### config.mk
export PLATFORM = sky130hd
export DESIGN_NAME = uart_rx_unit
export DESIGN_NICKNAME = d
export VERILOG_FILES = /design/src/rtl/uart_pkg.sv /design/src/rtl/uart_rx_fifo.sv /design/src/rtl/uart_rx_unit.sv
export SDC_FILE = /design/constraint.sdc
export NUM_CORES = 1
export LEC_CHECK = 0
export ABC_CLOCK_PERIOD_IN_PS = 3900
export CORE_MARGIN = 2
export CORE_UTILIZATION = 25
export DETAILED_ROUTE_END_ITERATION = 16
export SYNTH_ARGS = -nofsm -noshare
export SYNTH_HDL_FRONTEND = slang
export SYNTH_SLANG_ARGS = --single-unit
### constraint.sdc
create_clock -name clk -period 3.9 [get_ports clk]
set_input_delay 0.39 -clock clk [delete_from_list [all_inputs] [get_ports clk]]
set_output_delay 0.39 -clock clk [all_outputs]
set_load 0.005 [all_outputs]
### src/rtl/uart_pkg.sv
// Shared types and defaults for the UART receiver.
// Optional even-parity bit is enabled by defining UART_RX_PARITY_EN.
package uart_pkg;
  localparam int DBIT_DEF    = 8;
  localparam int SB_TICK_DEF = 16;
  localparam int FIFO_AW_DEF = 2;
  localparam int OVERSAMPLE  = 16;

`ifdef UART_RX_PARITY_EN
  typedef enum logic [2:0] {IDLE, START, DATA, PARITY, STOP} rx_state_t;
`else
  typedef enum logic [2:0] {IDLE, START, DATA, STOP} rx_state_t;
`endif
endpackage

### src/rtl/uart_rx_fifo.sv
// Small receive FIFO; an occupancy counter one bit wider than the pointers
// tells full from empty. Storage is cleared on reset so dout reads 0.
module uart_rx_fifo #(
  parameter int DBIT    = 8,
  parameter int FIFO_AW = 2
) (
  input  logic            clk,
  input  logic            reset,
  input  logic            push,
  input  logic            pop,
  input  logic [DBIT-1:0] din,
  output logic [DBIT-1:0] dout,
  output logic            empty,
  output logic            full
);
  localparam int DEPTH = 2**FIFO_AW;
  localparam logic [FIFO_AW:0] CNT_FULL = (FIFO_AW+1)'(DEPTH);

  logic [DBIT-1:0]    mem [DEPTH];
  logic [FIFO_AW-1:0] wr_ptr, rd_ptr;
  logic [FIFO_AW:0]   count;
  logic               do_push, do_pop;

  assign do_pop  = pop && (count != '0);
  // A pop in the same cycle frees the slot the push is about to use.
  assign do_push = push && ((count != CNT_FULL) || do_pop);

  always_ff @(posedge clk) begin
    if (reset) begin
      wr_ptr <= '0;
      rd_ptr <= '0;
      count  <= '0;
      for (int i = 0; i < DEPTH; i++) mem[i] <= '0;
    end else begin
      if (do_push) begin
        mem[wr_ptr] <= din;
        wr_ptr      <= wr_ptr + 1'b1;
      end
      if (do_pop) rd_ptr <= rd_ptr + 1'b1;
      if (do_push && !do_pop)      count <= count + 1'b1;
      else if (do_pop && !do_push) count <= count - 1'b1;
    end
  end

  assign dout  = mem[rd_ptr];
  assign empty = (count == '0);
  assign full  = (count == CNT_FULL);
endmodule

### src/rtl/uart_rx_unit.sv
// 16x-oversampling UART receiver feeding a small FIFO.
// Define UART_RX_PARITY_EN to expect an even-parity bit after the data bits.
module uart_rx_unit
  import uart_pkg::*;
#(
  parameter int DBIT    = DBIT_DEF,
  parameter int SB_TICK = SB_TICK_DEF,
  parameter int FIFO_AW = FIFO_AW_DEF
) (
  input  logic            clk,
  input  logic            reset,
  input  logic            rx,
  input  logic [9:0]      divsr,
  input  logic            rd_uart,
  output logic [DBIT-1:0] r_data,
  output logic            rx_empty,
  output logic            rx_full,
  output logic            frame_err,
  output logic            parity_err,
  output logic            overrun
);
  localparam int              NW        = (DBIT > 1) ? $clog2(DBIT) : 1;
  localparam logic [3:0]      MID       = 4'(OVERSAMPLE/2 - 1);
  localparam logic [3:0]      LAST      = 4'(OVERSAMPLE - 1);
  localparam logic [3:0]      STOP_LAST = 4'(SB_TICK - 1);
  localparam logic [NW-1:0]   NLAST     = NW'(DBIT - 1);

  logic            rx_meta, rx_sync;
  logic [9:0]      cnt, div_q;
  logic            tick;
  rx_state_t       state;
  logic [3:0]      s;
  logic [NW-1:0]   n;
  logic [DBIT-1:0] shreg;
  logic            bad;
  logic            stop_tick, push, pop;

  always_ff @(posedge clk) begin
    if (reset) begin
      rx_meta <= 1'b1;
      rx_sync <= 1'b1;
    end else begin
      rx_meta <= rx;
      rx_sync <= rx_meta;
    end
  end

  // Divisor is latched only at wrap so a mid-period change never truncates a tick.
  assign tick = (cnt == div_q);
  always_ff @(posedge clk) begin
    if (reset) begin
      cnt   <= '0;
      div_q <= divsr;
    end else if (tick) begin
      cnt   <= '0;
      div_q <= divsr;
    end else begin
      cnt <= cnt + 1'b1;
    end
  end

  assign pop       = rd_uart && !rx_empty;
  assign stop_tick = (state == STOP) && tick && (s == STOP_LAST);
  assign push      = stop_tick && rx_sync && !bad && (!rx_full || pop);

  always_ff @(posedge clk) begin
    if (reset) begin
      state      <= IDLE;
      s          <= '0;
      n          <= '0;
      shreg      <= '0;
      bad        <= 1'b0;
      frame_err  <= 1'b0;
      parity_err <= 1'b0;
      overrun    <= 1'b0;
    end else begin
      frame_err  <= 1'b0;
      parity_err <= 1'b0;
      overrun    <= 1'b0;
      case (state)
        IDLE: if (!rx_sync) begin
          state <= START;
          s     <= '0;
        end
        START: if (tick) begin
          if (s == MID) begin
            s     <= '0;
            n     <= '0;
            bad   <= 1'b0;
            state <= rx_sync ? IDLE : DATA;
          end else s <= s + 1'b1;
        end
        DATA: if (tick) begin
          if (s == LAST) begin
            s     <= '0;
            shreg <= {rx_sync, shreg[DBIT-1:1]};
            if (n == NLAST) begin
`ifdef UART_RX_PARITY_EN
              state <= PARITY;
`else
              state <= STOP;
`endif
            end else n <= n + 1'b1;
          end else s <= s + 1'b1;
        end
`ifdef UART_RX_PARITY_EN
        PARITY: if (tick) begin
          if (s == LAST) begin
            s     <= '0;
            state <= STOP;
            if (rx_sync != ^shreg) begin
              parity_err <= 1'b1;
              bad        <= 1'b1;
            end
          end else s <= s + 1'b1;
        end
`endif
        STOP: if (tick) begin
          if (s == STOP_LAST) begin
            s     <= '0;
            state <= IDLE;
            if (!rx_sync)                   frame_err <= 1'b1;
            else if (!bad && rx_full && !pop) overrun <= 1'b1;
          end else s <= s + 1'b1;
        end
        default: state <= IDLE;
      endcase
    end
  end

  uart_rx_fifo #(.DBIT(DBIT), .FIFO_AW(FIFO_AW)) u_fifo (
    .clk   (clk),
    .reset (reset),
    .push  (push),
    .pop   (pop),
    .din   (shreg),
    .dout  (r_data),
    .empty (rx_empty),
    .full  (rx_full)
  );
endmodule

==> reports/metrics.yaml <==
outcome:
  run_status: "finished, final reports clean"
timing:
  final.setup.tns_ns: 0
  report.final.slew_viol_count: 0
  layout_worst_path_cycle_share: 0.7834
  highest_achievable_clock_rate_ghz: 0.3273
  clock-skew-final_ns: 0.005742
  period_needed_ns: 3.055
  timing.max_slew.rel_slack: 0.4001
  hold_violations: 0
  final_worst_setup_slack_ns: 0.8447
  grt_setup_unrepaired: "false"
  tightestPinTransition_ns: 0.8938
  hold_ws_ns: 0.4119
  finalSetupViolations: 0
setup_path:
  crit_path_max_delay_family: "simple AND/OR/NAND/NOR gates"
  slack_of_the_worst_reg_to_reg_path_ns: 0.84
  critPathMaxStageDelay_ns: 0.38
  cp-start-kind: "flip-flop"
  crit_slowest_cell: "edfxtp_1"
  critical_path_required_time_ns: 4.17
  buf_inv_on_cp: 2
  series_of_cell_instances_along_the_critical_path: "xor2_1, nor4_4, buf_4, nand4_1, or2_1, nor2_1, ha_1, inv_1, fa_1, xor2_1, or3_1, a21oi_1"
  cp_max_fo: 10
  r2r_cells: 12
  critPathMostFrequentCell: "xor2_1"
  endpoint_kind: "flip-flop"
  worst_r2r_startpoint: "div_q[9]"
  timing_worst_setup_path_type: "reg2reg"
  timing.critical_path.arrival_ns: 3.33
  reg2reg_to: "u_fifo.count[2]"
drt:
  route.final.wire_length_um: 6592
  drt_iter0_drc: 162
  viasPerCell: 4.400
  drc: 0
  detail-route-antenna-nets: 0
  detail_route.wirelength.met1_um: 3066
  wl_met3_um: 283
  drt_first_pass_iters: 6
  met2_length_um: 3142
  wl_per_cell_um: 12.56
  routed-via-count: 2310
  topRoutingLayerUsed: "met4"
logic_synthesis:
  ys.warnings.count: 0
  synth.top_cells.by_area: "edfxtp_1, dfxtp_1, nor2_1"
  synth_largest_type_area_fraction: 0.3517
  post_synth_instance_area_um2: 3586
  synth.yosys.seq_area_share: 0.5750
  synth_area_per_cell_um2: 11.57
  synth_async_sr_flop_share: 0
  post-synth-top-area-cell: "edfxtp_1"
  post_synth_inst_count: 310
  synth_edf_count: 42
  synth.most_common_cell: "nor2_1"
  dominantRegCellSynth: "edfxtp_1"
  ys_types: 55
  synthTopCellsByCount: "nor2_1, edfxtp_1, dfxtp_1, xor2_1, nand2_1"
  mappedNetlistNets: 330
  ys_seq_elements: 82
power_and_ir_drop:
  irDropWorstVdd_mv: 0.3188
  total_leakage_power_nw: 1.546
  pwr_density_cell_nw_per_um2: 487.7
  report.power.total_mw: 2.133
clock_network:
  cts_hold_repair.buffers: 0
  clk_latency_worst_skew_pair_ns: 0.34
  clkTransAtPathRegs_ns: 0.06
  root_buffer: "clkbuf_16"
  post_cts_buffers: 0
  clock_tree.htree_level_count: 3
  postCtsResizedCells: 0
  tritoncts_num_sinks: 82
  cts_buffers: 9
  cts.path.max_buffers: 2
  tritoncts: "yes"
layout:
  final_design_area_no_fill_um2: 4373
  filler_cell_count: 1391
  antenna_cells: 0
  layout.core_utilization: 0.3138
  drive_above_1_share: 0.1072
  finalNetCount: 360
  syn2layout_area_growth_pct: 21.95
  final-instance-count-excl-fill: 525
global_routing:
  gr-usage-all-layers: 0.09737
  grt_pass1_vias: 2370
  number_of_antenna_violations_at_the_first_check_in_global_routing: 0
  grt_pass1_wl_um: 11440
  pin_count_of_the_biggest_net_entering_global_routing: 29
  grt_overflow: 0
floorplanning:
  ioPinCount: 27
  floorplan.core_area_um2: 13930
  die-width_um: 123.8
  die_height_um: 123.8
  area_enclosed_by_the_die_boundary_um2: 15320
  placement_rows: 43
  start_util: 0.2573
min_path:
  hold_path_depth: 1
  whs_endpoint: "rx_sync"
  hold_path.startpoint: "rx_meta"
  hold_path.class: "reg2reg"
job:
  maxCapViolCount: 0
placement:
  port-buffer-count: 25
  dp_hpwl_um: 4643
  place_congestion: 0.8310
  pre_cts_ws_ns: 0.7865
  post-place-cells: 509
  dpl-instance-area_um2: 4054
[routing by layer]
layer / GRT usage / vias to the layer above
met3: 0.03434 / 10
met2: 0.1593 / 44
li1: - / 1161
met1: 0.1203 / 1095
met4: 0.03054 / 0
met5: 0 / -
[flip-flops by register name, summed over array words and instances (netlist names), named ones only]
register	flops
shreg	8
u_fifo.wr_ptr	2
n	3
rx_sync	1
state	2
s	4
frame_err	1
div_q	10
u_fifo.mem	32
cnt	10
overrun	1
u_fifo.rd_ptr	2
rx_meta	1
u_fifo.count	3
[cell usage in the layout, fill, tap and decap left out, types with 2 or more instances in the layout]
cell             count
dfxtp_1             40
clkbuf_16            9
a22o_1               2
or3_1                3
mux4_2               8
nand3_1              8
and3_1               6
or2_2                3
xnor2_1              6
inv_1                7
or4_1                2
nand2b_1             2
clkdlybuf4s50_1     25
nor4_4               2
nor2_1              66
a31oi_1              3
edfxtp_1            42
buf_4                6
o21ai_0              8
nor4b_1              2
a21oi_1              6
nand4_1              2
bufinv_16            2
clkinv_4             2
nor2b_1              3
ha_1                 5
xor2_1              17
nand2_1             16
o31ai_1              3
mux2i_1              9
nor3_1               2
[area by class of cell]
| class | instances | area, um2 | area share |
|---|---|---|---|
| Tap cell | 180 | 225.2 | 0.05150 |
| Clock inverter | 6 | 90.09 | 0.02060 |
| Multi-Input combinational cell | 209 | 1445 | 0.3305 |
| Inverter | 7 | 26.28 | 0.006009 |
| Clock buffer | 10 | 229.0 | 0.05236 |
| Timing Repair Buffer | 31 | 295.3 | 0.06753 |
| Sequential cell | 82 | 2062 | 0.4715 |
[power breakdown]
group / internal [mW] / leakage (nW) / switching [mW]
clock: 0.563 / 0.155 / 0.334
sequential: 0.952 / 0.725 / 0.0411
combinational: 0.145 / 0.666 / 0.0983
total: 1.66 / 1.55 / 0.473
[worst max-delay path by stage]
stage	startpoint	endpoint	slack, ns	depth (start not counted)
final	div_q[9]	u_fifo.count[2]	0.84	12
after global routing	s[0]	u_fifo.count[2]	0.59	13
after CTS	div_q[9]	u_fifo.count[2]	0.80	12
after global placement	div_q[9]	u_fifo.count[2]	0.95	12
after floorplan	s[0]	u_fifo.count[2]	0.91	13
after detailed placement	div_q[9]	u_fifo.count[2]	0.79	12
[cell families (layout without fill, tap and decap cells)]
family / count (synthesis) / after routing / synth area share
mux: 19 / 19 / 0.08269
xor+xnor: 23 / 23 / 0.05617
flops: 82 / 82 / 0.5750
simple gates: 128 / 128 / 0.1825
fa+ha+maj: 6 / 6 / 0.02303
compound gates: 32 / 32 / 0.05758
other cells: 1 / 1 / 0.001046
buf+inv: 19 / 54 / 0.02198
Power figures use the tool's default switching activity.
